==> src/rtl/llc_tx_queue_if.sv <==
// LLC <-> transmit-queue <-> FrameTransmitter signal bundle for llc_tx_queue.
// The master side is the LLC/FrameTransmitter environment; the slave side is the queue.
interface llc_tx_queue_if #(
    parameter int DEPTH = 4,
    parameter int TAG_W = 3
);
    localparam int CNT_W = $clog2(DEPTH) + 1;

    logic             enq_valid;
    logic [TAG_W-1:0] enq_tag;
    logic             enq_ready;
    logic             req;
    logic [1:0]       ack;
    logic [TAG_W-1:0] cur_tag;
    logic             done_valid;
    logic             done_status;
    logic [TAG_W-1:0] done_tag;
    logic [CNT_W-1:0] count;
    logic             overflow;

    modport master (
        output enq_valid, enq_tag, ack,
        input  enq_ready, req, cur_tag, done_valid, done_status, done_tag, count, overflow
    );

    modport slave (
        input  enq_valid, enq_tag, ack,
        output enq_ready, req, cur_tag, done_valid, done_status, done_tag, count, overflow
    );
endinterface

==> src/rtl/llc_tx_queue.sv <==
// Transmit-request queue between the LLC and the FrameTransmitter, with per-frame completion records.
// Optional macro TXQ_RETRY_EN: re-request a failed head up to MAX_RETRY times before reporting Fail.
module llc_tx_queue #(
    parameter int DEPTH     = 4,
    parameter int TAG_W     = 3,
    parameter int MAX_RETRY = 2,
    parameter int GAP       = 1
) (
    input  logic           clk,
    input  logic           rst_n,
    llc_tx_queue_if.slave  bus
);
    localparam int               PTR_W   = $clog2(DEPTH);
    localparam int               CNT_W   = PTR_W + 1;
    localparam logic [CNT_W-1:0] FULL    = CNT_W'(DEPTH);
    localparam logic [2:0]       GAP_LD  = 3'(GAP);

    typedef enum logic [1:0] {
        ACK_FAIL    = 2'd0,
        ACK_SUCCESS = 2'd1,
        ACK_NA      = 2'd2
    } ack_e;

    typedef enum logic [1:0] {
        IDLE,
        REQ,
        GAP_WAIT
    } state_e;

    state_e           state;
    logic [2:0]       gap_cnt;
    logic [TAG_W-1:0] mem [DEPTH];
    logic [PTR_W-1:0] wr_ptr;
    logic [PTR_W-1:0] rd_ptr;

    logic             push;
    logic             acked;
    logic             final_ack;
    logic [CNT_W-1:0] count_next;

`ifdef TXQ_RETRY_EN
    localparam int             RETRY_W   = (MAX_RETRY < 1) ? 1 : $clog2(MAX_RETRY + 1);
    localparam logic [RETRY_W-1:0] RETRY_MAX = RETRY_W'(MAX_RETRY);

    logic [RETRY_W-1:0] retry_cnt;
`else
    logic unused_max_retry;
    assign unused_max_retry = |MAX_RETRY;
`endif

    // NOTE: every always_comb output gets a default first so no path can infer a latch.
    always_comb begin
        push      = bus.enq_valid && bus.enq_ready;
        acked     = (state == REQ) &&
                    (bus.ack == ACK_SUCCESS || bus.ack == ACK_FAIL);
`ifdef TXQ_RETRY_EN
        final_ack = acked && (bus.ack == ACK_SUCCESS || retry_cnt >= RETRY_MAX);
`else
        final_ack = acked;
`endif
        count_next = bus.count;
        if (push && !final_ack) begin
            count_next = bus.count + 1'b1;
        end else if (final_ack && !push) begin
            count_next = bus.count - 1'b1;
        end
    end

    // NOTE: tag storage has no reset; only pointers and count define which entries are live.
    always_ff @(posedge clk) begin
        if (push) begin
            mem[wr_ptr] <= bus.enq_tag;
        end
    end

    // NOTE: sequential state uses non-blocking assignments so every register sees pre-edge values.
    always_ff @(posedge clk or negedge rst_n) begin
        if (!rst_n) begin
            wr_ptr        <= '0;
            rd_ptr        <= '0;
            bus.count     <= '0;
            bus.enq_ready <= 1'b1;
            bus.overflow  <= 1'b0;
        end else begin
            if (push) begin
                wr_ptr <= wr_ptr + 1'b1;
            end
            if (final_ack) begin
                rd_ptr <= rd_ptr + 1'b1;
            end
            bus.count     <= count_next;
            bus.enq_ready <= (count_next < FULL);
            if (bus.enq_valid && !bus.enq_ready) begin
                bus.overflow <= 1'b1;
            end
        end
    end

`ifdef TXQ_RETRY_EN
    always_ff @(posedge clk or negedge rst_n) begin
        if (!rst_n) begin
            retry_cnt <= '0;
        end else if (final_ack) begin
            retry_cnt <= '0;
        end else if (acked) begin
            retry_cnt <= retry_cnt + 1'b1;
        end
    end
`endif

    // Request FSM; the head entry stays in storage until its completion edge.
    always_ff @(posedge clk or negedge rst_n) begin
        if (!rst_n) begin
            state           <= IDLE;
            gap_cnt         <= '0;
            bus.req         <= 1'b0;
            bus.cur_tag     <= '0;
            bus.done_valid  <= 1'b0;
            bus.done_status <= 1'b0;
            bus.done_tag    <= '0;
        end else begin
            bus.done_valid <= 1'b0;
            case (state)
                IDLE: begin
                    if (bus.count != '0) begin
                        state       <= REQ;
                        bus.req     <= 1'b1;
                        bus.cur_tag <= mem[rd_ptr];
                    end
                end
                REQ: begin
                    if (acked) begin
                        bus.req <= 1'b0;
                        gap_cnt <= GAP_LD;
                        state   <= GAP_WAIT;
                        if (final_ack) begin
                            bus.done_valid  <= 1'b1;
                            bus.done_status <= (bus.ack == ACK_SUCCESS);
                            bus.done_tag    <= bus.cur_tag;
                        end
                    end
                end
                GAP_WAIT: begin
                    gap_cnt <= gap_cnt - 1'b1;
                    // Leaving here after GAP cycles makes the req-low time GAP+1 cycles.
                    if (gap_cnt <= 3'd1) begin
                        state <= IDLE;
                    end
                end
                default: begin
                    state   <= IDLE;
                    bus.req <= 1'b0;
                end
            endcase
        end
    end
endmodule

==> src/flat_wrapper.sv <==
// flat-port wrapper written by rule: the top's interface ports become plain ports
module llc_tx_queue_flat 
#(
    parameter int DEPTH     = 4,
    parameter int TAG_W     = 3,
    parameter int MAX_RETRY = 2,
    parameter int GAP       = 1
)
  (clk, rst_n, bus_enq_valid, bus_enq_tag, bus_ack, bus_enq_ready, bus_req, bus_cur_tag, bus_done_valid, bus_done_status, bus_done_tag, bus_count, bus_overflow);
  llc_tx_queue_if #(.DEPTH(DEPTH), .TAG_W(TAG_W)) bus_i ();
  input  logic clk;
  input  logic rst_n;
  input wire logic [$bits(bus_i.enq_valid)-1:0] bus_enq_valid;
  input wire logic [$bits(bus_i.enq_tag)-1:0] bus_enq_tag;
  input wire logic [$bits(bus_i.ack)-1:0] bus_ack;
  output wire logic [$bits(bus_i.enq_ready)-1:0] bus_enq_ready;
  output wire logic [$bits(bus_i.req)-1:0] bus_req;
  output wire logic [$bits(bus_i.cur_tag)-1:0] bus_cur_tag;
  output wire logic [$bits(bus_i.done_valid)-1:0] bus_done_valid;
  output wire logic [$bits(bus_i.done_status)-1:0] bus_done_status;
  output wire logic [$bits(bus_i.done_tag)-1:0] bus_done_tag;
  output wire logic [$bits(bus_i.count)-1:0] bus_count;
  output wire logic [$bits(bus_i.overflow)-1:0] bus_overflow;
  assign bus_i.enq_valid = bus_enq_valid;
  assign bus_i.enq_tag = bus_enq_tag;
  assign bus_i.ack = bus_ack;
  assign bus_enq_ready = bus_i.enq_ready;
  assign bus_req = bus_i.req;
  assign bus_cur_tag = bus_i.cur_tag;
  assign bus_done_valid = bus_i.done_valid;
  assign bus_done_status = bus_i.done_status;
  assign bus_done_tag = bus_i.done_tag;
  assign bus_count = bus_i.count;
  assign bus_overflow = bus_i.overflow;
  llc_tx_queue #(.DEPTH(DEPTH), .TAG_W(TAG_W), .MAX_RETRY(MAX_RETRY), .GAP(GAP)) u_core (.clk(clk), .rst_n(rst_n), .bus(bus_i));
endmodule
==> config.mk <==
export PLATFORM = sky130hd
export DESIGN_NAME = llc_tx_queue_flat
export DESIGN_NICKNAME = d
export VERILOG_FILES = /design/src/rtl/llc_tx_queue_if.sv /design/src/rtl/llc_tx_queue.sv /design/src/flat_wrapper.sv
export SDC_FILE = /design/constraint.sdc
export NUM_CORES = 1
export LEC_CHECK = 0
export CORE_MARGIN = 2
export CORE_UTILIZATION = 40
export CTS_BUF_LIST = sky130_fd_sc_hd__clkbuf_4
export DETAILED_ROUTE_END_ITERATION = 7
export MAX_ROUTING_LAYER = met4
export PLACE_DENSITY_LB_ADDON = 0.25
export SLEW_MARGIN = 20
export SYNTH_ARGS = -nofsm -noshare
export SYNTH_HDL_FRONTEND = slang
export SYNTH_SLANG_ARGS = --single-unit
==> constraint.sdc <==
create_clock -name clk -period 1.87 [get_ports clk]
set_input_delay 0.374 -clock clk [delete_from_list [all_inputs] [get_ports clk]]
set_output_delay 0.374 -clock clk [all_outputs]
set_load 0.02 [all_outputs]
### Word level (Yosys, flattened, before mapping)

Memories as Yosys holds them, arrays and structs flattened. A register that Yosys moved wholly into a read port is not among the register bits.
Cells that the tools add are included.

| storage, ports and cells | value |
|---|---|
| register bits | 20 |
| RAM bits | 12 |
| bits of input ports | 8 |
| output and inout bits | 14 |
| word-level logic and storage cells | 60 |
| memories | 1 |

| cells by class | value |
|---|---|
| add/subtract/negate cells | 5 |
| order comparisons | 2 |
| equal/unequal tests | 6 |
| multiplexer cells | 15 |
| bitwise gates (word level) | 1 |
| reductions and logical operators | 19 |

Memory list:

| memory | depth | width | read ports | clocked after Yosys merged registers in | write ports | line | source |
|---|---|---|---|---|---|---|---|
| u_core.mem | 4 | 3 | 1 | 1 | 1 | llc_tx_queue.sv:32 | `logic [TAG_W-1:0] mem [DEPTH];` |

Operator list:

| kind | number |
|---|---|
| $mux W3 | 3 |
| $mux W1 | 6 |
| $mux W2 | 3 |
| $ne A2 B1 Y1 const B | 3 |
| $pmux W2 S3 | 1 |
| $pmux W3 S2 | 1 |
| $reduce_and A2 Y1 | 3 |
| $reduce_and A3 Y1 | 2 |
| $sub A3 B1 Y3 const B | 2 |
| $logic_and A1 B1 Y1 | 5 |
| $add A2 B1 Y2 const B | 2 |
| $eq A2 B1 Y1 const B | 2 |
| $logic_not A1 Y1 | 4 |
| $logic_not A2 Y1 | 2 |
| $add A3 B1 Y3 const B | 1 |
| $le A3 B1 Y1 const B | 1 |
| $lt A3 B3 Y1 const B | 1 |
| $pmux W1 S3 | 1 |
| $reduce_bool A3 Y1 | 1 |
| $eq A2 B2 Y1 const B | 1 |
| $reduce_bool A2 Y1 | 1 |
| $logic_or A1 B1 Y1 | 1 |
| $not A1 Y1 | 1 |

### Depth between registers and ports, before layout

Gate-level depths: netlist of the first run.

| depth | value |
|---|---|
| word-level depth | 7 |
| gate-level depth with buffers | 8 |
| gate-level depth less buffers | 6 |

### Worst setup path before layout of the first run

No wires, ideal clock.

| path | value |
|---|---|
| kind | reg-to-reg |
| start | register u_core.state[1] |
| end | register u_core.bus.count[2] |
| library setup time | 0.131 ns |
| data arrival time | 1.546 ns |
| data required time | 1.739 ns |
| setup slack | 0.193 ns |
| stages on the path, launching flop included | 9 |
| period minus slack after synthesis | 1.677 ns |
| path through | dfrtp_1 clkbuf_2 nor3b_1 buf_2 inv_1 ha_1 and3b_1 a21oi_1 xnor2_1 |

| between the ends | value |
|---|---|
| longest elaborated chain between the ends | 5 |

RTL lines:

| item | line | source |
|---|---|---|
| start: declaration | llc_tx_queue.sv:30 | `state_e state;` |
| start signal: assignment | llc_tx_queue.sv:114 | `state <= IDLE;` |
| start signal: assignment | llc_tx_queue.sv:126 | `state <= REQ;` |
| start signal: assignment | llc_tx_queue.sv:135 | `state <= GAP_WAIT;` |
| $eq A2 B1 Y1 * | llc_tx_queue.sv:54 | `acked = (state == REQ) &&` |
| $logic_and A1 B1 Y1 * | llc_tx_queue.sv:54 |  |
| net u_core.acked | llc_tx_queue.sv:37 | `logic acked;` |
| $logic_and A1 B1 Y1 or $logic_not A1 Y1 (tied branches) | llc_tx_queue.sv:64, llc_tx_queue.sv:62 |  |
| $mux W3 or $logic_and A1 B1 Y1 (tied branches) | llc_tx_queue.sv:64, llc_tx_queue.sv:62 |  |
| $mux W3 * | llc_tx_queue.sv:62 | `if (push && !final_ack) begin` |
| net u_core.count_next[2] | llc_tx_queue.sv:39 | `logic [CNT_W-1:0] count_next;` |
| end signal: assignment | llc_tx_queue.sv:91 | `bus.count <= count_next;` |
| end: declaration | llc_tx_queue_if.sv:28 | `output enq_ready, req, cur_tag, done_valid, done_status, done_tag, count, overflow` |

The timed path passes the listed nets; every way through them passes the cells marked *.
A chain may end at the register's enable or synchronous reset.

### Worst setup path after layout of the first run

| path | value |
|---|---|
| start | register u_core.bus.count[2] |
| end | output port bus_count[2] |

RTL lines:

| item | line | source |
|---|---|---|
| end: declaration | flat_wrapper.sv:22 | `output wire logic [$bits(bus_i.count)-1:0] bus_count;` |

No word-level cell between the ends.

==> results of run 1 <==
-- cell usage after synthesis (2+ instances only) --
master    count  share of area
xnor2_1       3          0.017
mux2_2        7          0.051
and3_1        4          0.016
nand2b_1      2         0.0080
o21ai_0       2         0.0064
a21oi_1       6          0.019
ha_1         11          0.088
nand2_1       5          0.012
nor3b_1       2         0.0096
dfrtp_1      22           0.35
o21bai_1      2         0.0096
edfxtp_1     12           0.23
a21o_1        2         0.0096
inv_1        10          0.024
mux4_2        3          0.043
xor2_1        2          0.011
nor2_1        3         0.0072
-- sequential cells by signal, summed over array words and instances (netlist names) --
register,flops
u_core.mem,12
u_core.bus.count,3
u_core.bus.cur_tag,3
u_core.bus.done_tag,3
u_core.gap_cnt,3
u_core.rd_ptr,2
u_core.state,2
u_core.wr_ptr,2
u_core.bus.done_status,1
u_core.bus.done_valid,1
u_core.bus.enq_ready,1
u_core.bus.overflow,1
u_core.bus.req,1
-- layout make-up --
class / count / share of cell area
Inverter: 10 / 0.0194
Clock inverter: 3 / 0.0200
Multi-Input combinational cell: 64 / 0.292
Timing Repair Buffer: 28 / 0.135
Sequential cell: 35 / 0.484
Clock buffer: 5 / 0.0194
Tap cell: 48 / 0.0310
-- cell usage in the layout (no fill, tap or decap), types with 3 or more instances in the layout --
| cell | netlist | routed |
|---|---|---|
| a21oi_1 | 6 | 6 |
| and3_1 | 4 | 4 |
| buf_4 | 0 | 7 |
| clkbuf_4 | 0 | 5 |
| clkdlybuf4s50_1 | 0 | 20 |
| dfrtp_1 | 22 | 22 |
| edfxtp_1 | 12 | 12 |
| ha_1 | 11 | 10 |
| inv_1 | 10 | 10 |
| mux2_2 | 7 | 7 |
| mux4_2 | 3 | 3 |
| nand2_1 | 5 | 5 |
| nor2_1 | 3 | 3 |
| xnor2_1 | 3 | 3 |
-- routing by layer --
metal,track usage,up-vias,part of all wire
met5,-,-,0
met3,0.0511,5,0.050
met4,0.0689,0,0.019
met2,0.226,26,0.49
met1,0.158,456,0.44
li1,-,464,-
-- through the flow --
step / util / cell area, µm²
detailed placement: 0.501 / 1860
floorplan: - / 1560
finish: 0.522 / 1940
global route: 0.522 / 1940
global placement: 0.501 / 1860
CTS: 0.521 / 1940
-- power by group through the flow --
stage / clock (W) / sequential [W] / combinational [W]
6_report: 0.000529 / 0.00128 / 0.00136
2_1_floorplan: 0 / 0.00142 / 0.000732
4_1_cts: 0.000545 / 0.00129 / 0.00138
3_3_place_gp: 0 / 0.00129 / 0.00133
5_1_grt: 0.000583 / 0.00133 / 0.00149
3_5_place_dp: 0 / 0.00131 / 0.00138
-- repair_timing --
item	4_1_cts	5_1_grt
endpoints found under the hold margin	0	0
resized for setup	1	1
hold buffers	0	0
gates cloned	0	0
endpoints found under the setup margin	1	1
-- worst max path at each step --
stage,slack (ns),cells after the start,to,startpoint
final,0.1,1,bus_count[2],u_core.bus.count[2]
after global routing,0.03,6,u_core.bus.enq_ready,u_core.bus.enq_ready
after CTS,0.06,1,bus_count[2],u_core.bus.count[2]
after detailed placement,-0.24,7,u_core.bus.count[2],bus_ack[1]
after global placement,-0.19,7,u_core.bus.count[2],bus_ack[1]
after floorplan,0.19,8,u_core.bus.count[2],u_core.state[1]
-- kinds of logic after synthesis --
family / count (synthesis) / synth area share
AOI/OAI and AO/OA: 18 / 0.0770
xor gates and xnor gates: 5 / 0.0281
adders and majority gates: 11 / 0.0883
buffers and inverters: 13 / 0.0377
DFF: 35 / 0.601
muxes: 10 / 0.0939
and+or+nand+nor: 20 / 0.0738
==> impl_metrics.yaml, run 1 <==
die:
  die_area_um2: 4410
  start_util: 0.420
  rows: 22
  die_w_um: 66.4
  io_pins: 22
  core_area_um2: 3720
  die_height_um: 66.4
drt:
  route.vias.total: 951
  drt-total-wl_um: 2600
  drc: 0
  antenna_left: 0
  routedWlPerCell_um: 13.5
  first_pass_iters: 4
  drtIter0Drc: 86
  viasPerCell: 4.93
layout:
  num-nets-final: 163
  final_cells: 193
  synthToLayoutAreaGrowth_pct: 24.3
  multiInputGateArea_um2: 566
  diodes: 0
  fill_cells: 321
  drive_above_1_share: 0.186
  ff_latch_area_um2: 937
sta:
  fin_crit_ns: 1.77
  setup_tns_ns: 0
  setup_ws_ns: 0.0977
  rsz0062_at_grt: "false"
  skew_ns: 0.0115
  max_freq_mhz: 564
  whs_ns: 0.382
  drv_slew: 0
  relSlewSlack: 0.755
  setup_viol: 0
  hold_viol_final: 0
  tightest_slew_ns: 0.367
  post-route-period-util: 0.948
power_and_ir_drop:
  power.total_w: 0.00317
  p_comb_frac: 0.429
  power.share.sequential: 0.404
  switchingPower_w: 0.00111
  cellPowerDensity_nw_per_um2: 1640
  p_leak_nw: 0.834
  clkPwrFrac: 0.167
  switching_share: 0.350
  irDropWorstVdd_v: 0.000510
  p_int_w: 0.00206
clock_network:
  cts_tree: "yes"
  postCtsSetupRepairBufs: 0
  htree_levels: 2
  worst_skew_pair.late_latency_ns: 0.34
  cts_buffer_depth: 2
  numCtsBuffers: 5
  cts.sinks: 35
  path_clk_slew_ns: 0.11
  cts_root_buf: "clkbuf_4"
grt:
  grt_pass1_vias: 924
  antenna_found_initial: 0
  grt_pass1_wl_um: 4330
  grt_max_degree: 24
  grt_usage: 0.142
  grt_overflow: 0
critical_path:
  startpoint_type: "flip-flop"
  worst_ep_arrival_time_ns: 1.40
  worstPathRequired_ns: 1.50
  critPathKind: "flip-flop to output pin"
  reg2reg_setup_slack_ns: 0.17
  crit_fanout: 4
  r2r-end: "u_core.bus.enq_ready"
  slowest_stage: "clkdlybuf4s50_1"
  crit_buf_inv: 1
  reg2reg_depth: 6
  end_kind: "output pin"
  worstPathCellList: "clkdlybuf4s50_1"
  critPathMaxStageDelay_ns: 0.63
  timing.rr.start: "u_core.bus.enq_ready"
  crit_family: "buffers and inverters"
synthesis:
  synth_edf_count: 12
  synthesis.area_um2: 1560
  syn-num-nets: 131
  ys_async_sr_fraction: 0.657
  ys_seq_area_frac: 0.601
  avgSynthCellArea_um2: 13.9
  ys_ff_latch: 35
  yosys_warnings: 0
  postSynthCellCount: 112
  synth.distinct_cells: 31
  ys.flop_type: "dfrtp_1"
flow_run:
  maxCapViolCount: 0
place:
  gp_congestion: 0.786
  dp_hpwl_um: 1930
  dp.cells: 185
  dp_slack_ns: -0.242
  portBuffers: 21
outcome:
  outcome: "complete, no violations"
hold_path:
  hold_class: "input port to asynchronous set/reset pin"
Note: power is estimated with default switching activity, not from simulation.
==> inputs of run 2 (changes only) <==
--- a/config.mk
+++ b/config.mk
@@ -5,7 +5,7 @@
 export SDC_FILE = /design/constraint.sdc
 export NUM_CORES = 1
 export LEC_CHECK = 0
-export CORE_MARGIN = 2
+export CORE_MARGIN = 3
 export CORE_UTILIZATION = 40
 export CTS_BUF_LIST = sky130_fd_sc_hd__clkbuf_4
 export DETAILED_ROUTE_END_ITERATION = 7
==> impl_metrics.yaml, run 2 (synthesized netlist as in run 1, its figures left out) <==
layout:
  num-nets-final: 163
  regMostFlops: "u_core.mem"
  largest_reg_flops: 12
  final_common_cell: "dfrtp_1"
  layout_common_cells: "dfrtp_1 (22), clkdlybuf4s50_1 (19), edfxtp_1 (12)"
  diodes: 0
  fill_cells: 324
  drive_above_1_share: 0.179
  synthToLayoutAreaGrowth_pct: 24.3
drt:
  drc: 0
  route.vias.total: 932
  first_pass_iters: 4
  antenna_left: 0
  drt-total-wl_um: 2490
  drtIter0Drc: 38
  viasPerCell: 4.83
  routedWlPerCell_um: 12.9
place:
  dp_hpwl_um: 1900
  gp_congestion: 0.767
  portBuffers: 21
critical_path:
  startpoint_type: "flip-flop"
  crit_fanout: 5
  reg2reg_depth: 6
  crit_family: "buffers and inverters"
  r2r-end: "u_core.bus.enq_ready"
  critPathMaxStageDelay_ns: 0.62
  crit_buf_inv: 1
  end_kind: "output pin"
  worst_ep_arrival_time_ns: 1.37
  critPathKind: "flip-flop to output pin"
  reg2reg_setup_slack_ns: 0.15
  worstPathRequired_ns: 1.50
  worstPathCellList: "clkdlybuf4s50_1"
  timing.rr.start: "u_core.state[0]"
  slowest_stage: "clkdlybuf4s50_1"
grt:
  grt_pass1_vias: 872
  antenna_found_initial: 0
  grt_max_degree: 24
  grt_overflow: 0
  grt_pass1_wl_um: 4040
  grt_usage: 0.127
clock_network:
  cts.sinks: 35
  worst_skew_pair.late_latency_ns: 0.33
  numCtsBuffers: 5
  cts_tree: "yes"
  postCtsSetupRepairBufs: 0
  hold_buffers: 0
  cts_resized: 1
  cts_root_buf: "clkbuf_4"
  cts_buffer_depth: 2
  path_clk_slew_ns: 0.10
  htree_levels: 2
sta:
  drv_slew: 0
  rsz0062_at_grt: "false"
  skew_ns: 0.00689
  setup_viol: 0
  whs_ns: 0.383
  fin_crit_ns: 1.75
  post-route-period-util: 0.934
  max_freq_mhz: 573
  hold_viol_final: 0
  relSlewSlack: 0.769
  tightest_slew_ns: 0.344
die:
  io_pins: 22
  die_area_um2: 4680
  die_w_um: 68.4
  start_util: 0.420
  rows: 22
  core_area_um2: 3720
  die_height_um: 68.4
flow_run:
  maxCapViolCount: 0
power_and_ir_drop:
  power.total_w: 0.00313
  p_leak_nw: 0.845
  irDropWorstVdd_v: 0.000722
  cellPowerDensity_nw_per_um2: 1620
hold_path:
  hold_class: "input port to asynchronous set/reset pin"
outcome:
  outcome: "complete, no violations"
[run 2: metal layers]
layer	GRT usage	wire length (µm)
met5	-	0
met4	0.0521	38
met3	0.0591	170
met2	0.190	1170
met1	0.147	1100
[run 2: power breakdown]
group / total (W) / leakage, nW / internal [W] / switching [W]
registers: 0.00130 / 0.381 / 0.00107 / 0.000228
logic: 0.00131 / 0.421 / 0.000699 / 0.000615
clock network: 0.000518 / 0.0426 / 0.000275 / 0.000243
[run 2: per-stage QoR]
step / utilization / instances / worst slack, ns / TNS (ns) / cell area (µm²)
final: 0.522 / 193 / 0.123 / 0 / 1940
after global routing: 0.522 / 193 / 0.0281 / 0 / 1940
after global placement: 0.501 / 185 / -0.109 / -0.311 / 1860
after CTS: 0.521 / 193 / 0.0464 / 0 / 1940
after detailed placement: 0.501 / 185 / -0.197 / -0.602 / 1860
after floorplan: - / 112 / 0.193 / 0 / 1560
[run 2: cell type report]
type,count,area (µm²),area share
Clock buffer,5,37.5,0.0194
Clock inverter,3,38.8,0.0200
Inverter,10,37.5,0.0194
Multi-Input combinational cell,64,563,0.291
Sequential cell,35,937,0.484
Tap cell,48,60.1,0.0310
Timing Repair Buffer,28,264,0.136
[run 2: worst max-delay path by stage]
stage	from	to	slack [ns]	depth (start not counted)
5_1_grt	u_core.bus.enq_ready	u_core.bus.enq_ready	0.03	6
4_1_cts	u_core.bus.count[2]	bus_count[2]	0.05	1
3_3_place_gp	bus_ack[1]	u_core.bus.count[2]	-0.11	7
3_5_place_dp	bus_ack[1]	u_core.bus.count[2]	-0.20	7
6_report	u_core.bus.count[0]	bus_count[0]	0.12	1
2_1_floorplan	u_core.state[1]	u_core.bus.count[2]	0.19	8
